[config.mk]
export PLATFORM = sky130hd
export DESIGN_NAME = dmem_arbiter
export DESIGN_NICKNAME = d
export VERILOG_FILES = /design/src/rtl/dmem_arbiter.sv
export SDC_FILE = /design/constraint.sdc
export NUM_CORES = 1
export LEC_CHECK = 0
export ABC_AREA = 1
export BUFFER_PORTS_ARGS = -buffer_cell sky130_fd_sc_hd__buf_4
export CORE_AREA = 2 2 115 117
export DETAILED_ROUTE_END_ITERATION = 12
export DIE_AREA = 0 0 117 119
export PLACE_DENSITY = 0.7
export SETUP_SLACK_MARGIN = 0.15
export SLEW_MARGIN = 20
export SYNTH_ARGS = -nofsm -noshare
export SYNTH_HDL_FRONTEND = slang
export SYNTH_SLANG_ARGS = --single-unit
[constraint.sdc]
create_clock -name clk -period 1.77 [get_ports clk]
set_input_delay 0.354 -clock clk [delete_from_list [all_inputs] [get_ports clk]]
set_output_delay 0.354 -clock clk [all_outputs]
set_load 0.05 [all_outputs]
[src/rtl/dmem_arbiter.sv]
// Round-robin arbiter sharing one data memory between the core
// load/store port (m0) and a secondary master (m1).
module dmem_arbiter #(
    parameter int AW        = 32,
    parameter int DW        = 32,
    parameter int MAX_BURST = 4
) (
    input  logic          clk,
    input  logic          reset,
    input  logic          m0_req,
    input  logic          m0_we,
    input  logic [AW-1:0] m0_addr,
    input  logic [DW-1:0] m0_wdata,
    output logic          m0_gnt,
    output logic          m0_rvalid,
    output logic [DW-1:0] m0_rdata,
    input  logic          m1_req,
    input  logic          m1_we,
    input  logic [AW-1:0] m1_addr,
    input  logic [DW-1:0] m1_wdata,
    output logic          m1_gnt,
    output logic          m1_rvalid,
    output logic [DW-1:0] m1_rdata,
    output logic          mem_we,
    output logic [AW-1:0] mem_a,
    output logic [DW-1:0] mem_wd,
    input  logic [DW-1:0] mem_rd
);

    localparam int CW = (MAX_BURST > 1) ? $clog2(MAX_BURST) : 1;
    localparam logic [CW-1:0] CMAX = CW'(MAX_BURST - 1);

    typedef enum logic [1:0] {
        IDLE = 2'd0,
        OWN0 = 2'd1,
        OWN1 = 2'd2
    } owner_t;

    owner_t        owner_q, owner_d;
    logic          last_q, last_d;
    logic [CW-1:0] cnt_q, cnt_d;
    logic          both, burst0, burst1;
    logic          g0, g1;

    assign both   = m0_req & m1_req;
    assign burst0 = (owner_q == OWN0) && (cnt_q != CMAX);
    assign burst1 = (owner_q == OWN1) && (cnt_q != CMAX);

    // Grants are suppressed while reset is low so nothing is written.
    always_comb begin
        g0 = 1'b0;
        g1 = 1'b0;
        if (reset) begin
            unique case (1'b1)
                both & burst0:           g0 = 1'b1;
                both & burst1:           g1 = 1'b1;
                both & ~burst0 & ~burst1: begin
                    g0 = last_q;
                    g1 = ~last_q;
                end
                m0_req & ~m1_req:        g0 = 1'b1;
                m1_req & ~m0_req:        g1 = 1'b1;
                default: ;
            endcase
        end
    end

    always_comb begin
        owner_d = IDLE;
        cnt_d   = '0;
        last_d  = last_q;
        if (g0) begin
            owner_d = OWN0;
            last_d  = 1'b0;
            if (owner_q == OWN0)
                cnt_d = (cnt_q == CMAX) ? cnt_q : cnt_q + CW'(1);
        end else if (g1) begin
            owner_d = OWN1;
            last_d  = 1'b1;
            if (owner_q == OWN1)
                cnt_d = (cnt_q == CMAX) ? cnt_q : cnt_q + CW'(1);
        end
    end

    assign m0_gnt = g0;
    assign m1_gnt = g1;
    assign mem_we = (g0 & m0_we) | (g1 & m1_we);
    assign mem_a  = g0 ? m0_addr  : (g1 ? m1_addr  : '0);
    assign mem_wd = g0 ? m0_wdata : (g1 ? m1_wdata : '0);

    always_ff @(posedge clk or negedge reset) begin
        if (!reset) begin
            owner_q   <= IDLE;
            last_q    <= 1'b1;
            cnt_q     <= '0;
            m0_rvalid <= 1'b0;
            m1_rvalid <= 1'b0;
            m0_rdata  <= '0;
            m1_rdata  <= '0;
        end else begin
            owner_q   <= owner_d;
            last_q    <= last_d;
            cnt_q     <= cnt_d;
            m0_rvalid <= g0 & ~m0_we;
            m1_rvalid <= g1 & ~m1_we;
            if (g0 & ~m0_we)
                m0_rdata <= mem_rd;
            if (g1 & ~m1_we)
                m1_rdata <= mem_rd;
        end
    end

endmodule

; After elaboration in Yosys (flattened, before gate mapping)
; Cells that the tools add are included.
[totals]
ff_bits = 71
latchBits = 0
mem_bits_rw = 0
rom_bits = 0
inputBits = 166
output_inout_bits = 133
elab_cells = 53
mem_count = 0
[op_classes]
addsub = 1
mul = 0
div_mod_pow = 0
order_cmp = 0
n_eq_ne = 4
n_shift = 0
mux = 17
bitwise_logic = 19
reduce_logical = 5
[ops]
columns = operator, n
row1 = 32-bit two-way mux, 4
row2 = 2-bit two-way mux, 7
row3 = 1-bit bitwise AND, 11
row4 = 1-bit NOT, 7
row5 = "2-bit equality test, second input constant", 2
row6 = 1-bit two-way mux, 4
row7 = 1-bit case mux with 2 select lines, 2
row8 = 2-bit OR reduction, 2
row9 = "2-bit by 1-bit adder with 2-bit output, second input constant", 1
row10 = "2-bit by 1-bit equality test with 1-bit output, second input constant", 1
row11 = 1-bit logical AND, 2
row12 = "2-bit inequality test, second input constant", 1
row13 = 2-bit nonzero test, 1
row14 = 1-bit OR, 1

; Longest topological paths before layout
[depth]
ltp_word = 9
depth_mapped = 11
depth_no_buf = 9

; Least setup slack after synthesis
; Ideal clock, no wire load.
[synth_path]
kind = register to output
startpoint = register owner_q[0]
endpoint = output mem_we
arrival_time_ps = 1917
required_time_ps = 1416
slack_ps = -501
stages_incl_launch_ff = 6
path_buffers = 0
path_cell_list = dfrtp_1 -> nor2_2 -> a21oi_1 -> nand2_2 -> nand2_2 -> o21ai_0
[synth_between]
elab_chain_cells = 9
elab_cells_between_ends = 19
cone_classes = eq/ne: 2 / mux: 4 / bitwise: 9 / reduce/logical: 4
[synth_lines]
columns = element, line
row1 = "start, declared", 39  ; owner_t owner_q, owner_d;
row2 = "start signal, assigned", 101  ; owner_q <= owner_d;
row3 = 2-bit by 1-bit equality test with 1-bit output, 46  ; assign burst0 = (owner_q == OWN0) && (cnt_q != CMAX);
row4 = 1-bit logical AND, 46
row5 = 1-bit NOT, 57  ; both & ~burst0 & ~burst1: begin
row6 = 1-bit bitwise AND (2 in a row), 57
row7 = 1-bit case mux with 2 select lines, 54  ; unique case (1'b1)
row8 = 1-bit two-way mux, 53  ; if (reset) begin
row9 = 1-bit bitwise AND, 87  ; assign mem_we = (g0 & m0_we) | (g1 & m1_we);
row10 = 1-bit OR (*), 87
row11 = "end, declared", 24  ; output logic mem_we,
; Every way passes the cells marked *; elsewhere a longest branch is shown, timed or not.

; Worst setup path in the final report
[layout_path]
startpoint = register owner_q[1]
endpoint = output mem_wd[4]
[layout_between]
elab_chain_cells = 9
elab_cells_between_ends = 18
cone_classes = eq/ne: 2 / mux: 6 / bitwise: 6 / reduce/logical: 4
[layout_lines]
columns = element, line
row1 = 2-bit by 1-bit equality test with 1-bit output, 46
row2 = 1-bit logical AND, 46
row3 = 1-bit NOT, 57
row4 = 1-bit bitwise AND (2 in a row), 57
row5 = 1-bit case mux with 2 select lines, 54
row6 = 1-bit two-way mux, 53
row7 = 32-bit two-way mux, 89  ; assign mem_wd = g0 ? m0_wdata : (g1 ? m1_wdata : '0);
row8 = 32-bit two-way mux (*), 89
row9 = "end, declared", 26  ; output logic [DW-1:0] mem_wd,
; Marked as above.

==> flow_summary.yaml <==
run_status:
  outcome: "finished with violations"
  violations: "setup timing"
routing:
  dr_total_vias: 5124
  wl_per_cell_um: 17.55
  drt_iter0_drc: 427
  first_pass_iters: 5
  routed_wl_um: 18040
  vias_per_cell: 4.984
  ant_nets: 0
  route.detailed.drc: 0
place:
  place_inst: 1001
  place_congestion: 0.7988
  io_buffers: 298
  place_hpwl_um: 12360
  place_area_sq_um: 6914
global_routing:
  grt_max_degree: 50
  globalRouteOverflowTotal: 0
  grt_first_pass_wirelength_um: 24990
  antenna_found_initial: 1
  grt.total_usage_pct: 23.03
  grt_pass1_vias: 4774
clocking:
  cts_tree: "done"
  ctsLongestPathBuffers: 2
  clockRootBuffer: "clkbuf_16"
  htreeDepth: 3
  insertion_delay_ns: 0.33
  clkSinkCount: 71
  cts_buffers: 9
  clkSlewWorstSetupHoldPaths_ns: 0.06
logic_synthesis:
  synth.distinct_cells: 18
  synthAdderAreaFrac_pct: 0
  async_flop_share_pct: 100.0
  synth.area.mux_share_pct: 0
  synth-seq-cells: 71
  synth.top_cells.by_area: "dfrtp_1 45%, nand2_1 26%, nand4_1 11%, nand3_1 8.6%, buf_2 1.9%"
  yosys.area.top_type: "dfrtp_1"
  synth_flop_cell: "dfrtp_1"
  synthCells: 546
  synthTopCellsByCount: "270 x nand2_1, 70 x dfrtp_1, 68 x nand4_1"
  synthSimpleGateAreaFrac_pct: 46.22
  postSynthAreaPerCell_sq_um: 7.154
  netlist.area_leader.share_pct: 44.84
  ys_warn_count: 0
  synth_area_sq_um: 3906
  synth_compound_area_share_pct: 0.3844
  synth_nets: 712
  synth.most_common_cell: "nand2_1"
  synth_top_family_by_area: "simple AND/OR/NAND/NOR gates"
  synth_xor_area_share_pct: 0
  yosysSeqAreaShare_pct: 45.52
  synth_edf_count: 0
final_layout:
  fin_area_sq_um: 7993
  finalNonFillerCells: 1028
  layout-drive-gt1-share_pct: 57.58
  finalNetCount: 1012
  areaGrowthSynthToFinish_pct: 104.6
setup_path:
  end_kind: "primary output"
  cpMostUsedCell: "nand2_4"
  cp.arrival_ns: 1.83
  worst-path-max-fanout: 13
  worst_path_max_delay_cell: "dfrtp_1"
  crit_type: "reg2out"
  start_kind: "register"
  worstPathRequired_ns: 1.42
  critical_path.max_stage_delay_ns: 0.42
  crit_chain: "inv_2, nor2_4, a21oi_2, nand2_2, nand2_4, inv_8, buf_12, nand2_1, nand2_4, buf_6"
hold_path:
  min_path_type: "in2async"
die:
  design.die.area_sq_um: 13920
  die_h_um: 119
  die_w_um: 117
  placementRows: 42
  core_sq_um: 12870
  pin_count: 299
  start_util_pct: 30.34
power_and_ir_drop:
  pwr-share-clk_pct: 23.8
  pwr-share-comb_pct: 49.5
  p_leak_nw: 4.218
  p_int_w: 0.004551
  p_sw_w: 0.003554
  power.total_w: 0.008105
  netSwitchingFraction_pct: 43.85
  powerDensity_nw_per_um2: 1014
  seqPwrFrac_pct: 26.7
  ir_worst_vdd_uv: 401.3
timing:
  rsz0062_at_grt: "true"
  setup_viol: 73
  slew_violations: 0
  finalWorstSetupSlack_ns: -0.4116
  whs_ns: 0.03877
  setup_tns_ns: -24.43
  worstMarginPinSlew_ns: 0.5899
  clock_skew_ns: 0.006630
  hold_violations: 0
  maxSlewHeadroom_pct: 60.67
  fmax_mhz: 458.4
  period_needed_ns: 2.182
  fin_crit_sh_pct: 123.3
flow_run:
  drv_cap: 0
-- per-stage QoR --
stage | worst slack, ns | util [%]
after floorplan | 0.04441 | -
after global placement | -0.04631 | 53.70
after detailed placement | -0.06001 | 53.70
after CTS | -0.4130 | 56.96
after global routing | -0.5093 | 62.06
final | -0.4116 | 62.08
-- cell families (layout without fill, tap and decap cells) --
family | after synthesis | in the layout
flops | 71 | 71
simple gates | 410 | 410
buf+inv | 62 | 367
other cells | 0 | 1
compound gates | 3 | 3
-- cell usage in the layout, fill, tap and decap left out, types with 2 or more instances in the layout --
cell type	n
nand2_2	40
a21oi_2	2
nand2_4	75
clkinv_4	2
inv_2	2
nand4_1	68
nand2_1	157
clkinv_2	2
nand3_1	54
buf_12	9
inv_1	8
clkbuf_1	2
dfrtp_1	70
nand3_2	12
clkinv_1	2
buf_8	15
buf_6	58
buf_4	250
nor2_4	2
clkbuf_16	13
bufinv_16	2
-- final cells by class --
cell class	instances	area (sq um)
Fill cell	1127	4882
Antenna cell	1	2.502
Clock buffer	11	232.7
Tap cell	176	220.2
Inverter	15	68.82
Multi-Input combinational cell	413	2572
Sequential cell	71	1778
Clock inverter	5	82.58
Timing Repair Buffer	336	3035
-- power groups by stage --
stage          logic [W]  clock network [W]  registers (W)
5_1_grt          0.00421            0.00201        0.00221
4_1_cts          0.00376            0.00196        0.00216
2_1_floorplan    0.00122                  0        0.00332
6_report         0.00401            0.00193        0.00217
3_5_place_dp     0.00372                  0        0.00218
3_3_place_gp     0.00369                  0        0.00218
-- state kept, by name (all words and copies together), names as in the netlist --
name and count:
cnt_q 2, last_q 1, m0_rdata 32, m0_rvalid 1, m1_rdata 32, m1_rvalid 1, owner_q 2
-- what timing repair did --
item                                    CTS  global route
hold buffers                              0             0
cloned                                    0             8
endpoints found under the setup margin  132           133
buffers inserted                          0             2
resized for setup                        28           142
pin swaps                                 0             3
-- critical path: cells and delay by family (launching register included) --
family / cells / cell delay, ns
compound gates: 1 / 0.07
buf+inv: 4 / 0.52
flops: 1 / 0.42
simple gates: 5 / 0.46
-- metal layers --
layer  wire [um]  part of all wire (%)  GRT usage [%]
met1        6772                    38          29.13
met2        9097                    50          37.14
met3        1659                   9.2          7.684
met4         508                   2.8          6.912
met5           0                     0              0
-- worst paths after layout --
kind                                   start      endpoint  slack (ns)  depth (start not counted)
worst max-delay path              owner_q[1]     mem_wd[4]       -0.41                         10
worst min-delay path                   reset    owner_q[0]        0.04                          2
worst max register to register    owner_q[1]  m1_rdata[15]       -0.01                          9
worst min register to register  m1_rdata[16]  m1_rdata[16]        0.47                          2
max in group asynchronous              reset  m1_rdata[15]        1.21                          2
min in group clk                   mem_rd[7]   m1_rdata[7]        0.28                          3
No activity file was read; power rests on OpenSTA's default activity.
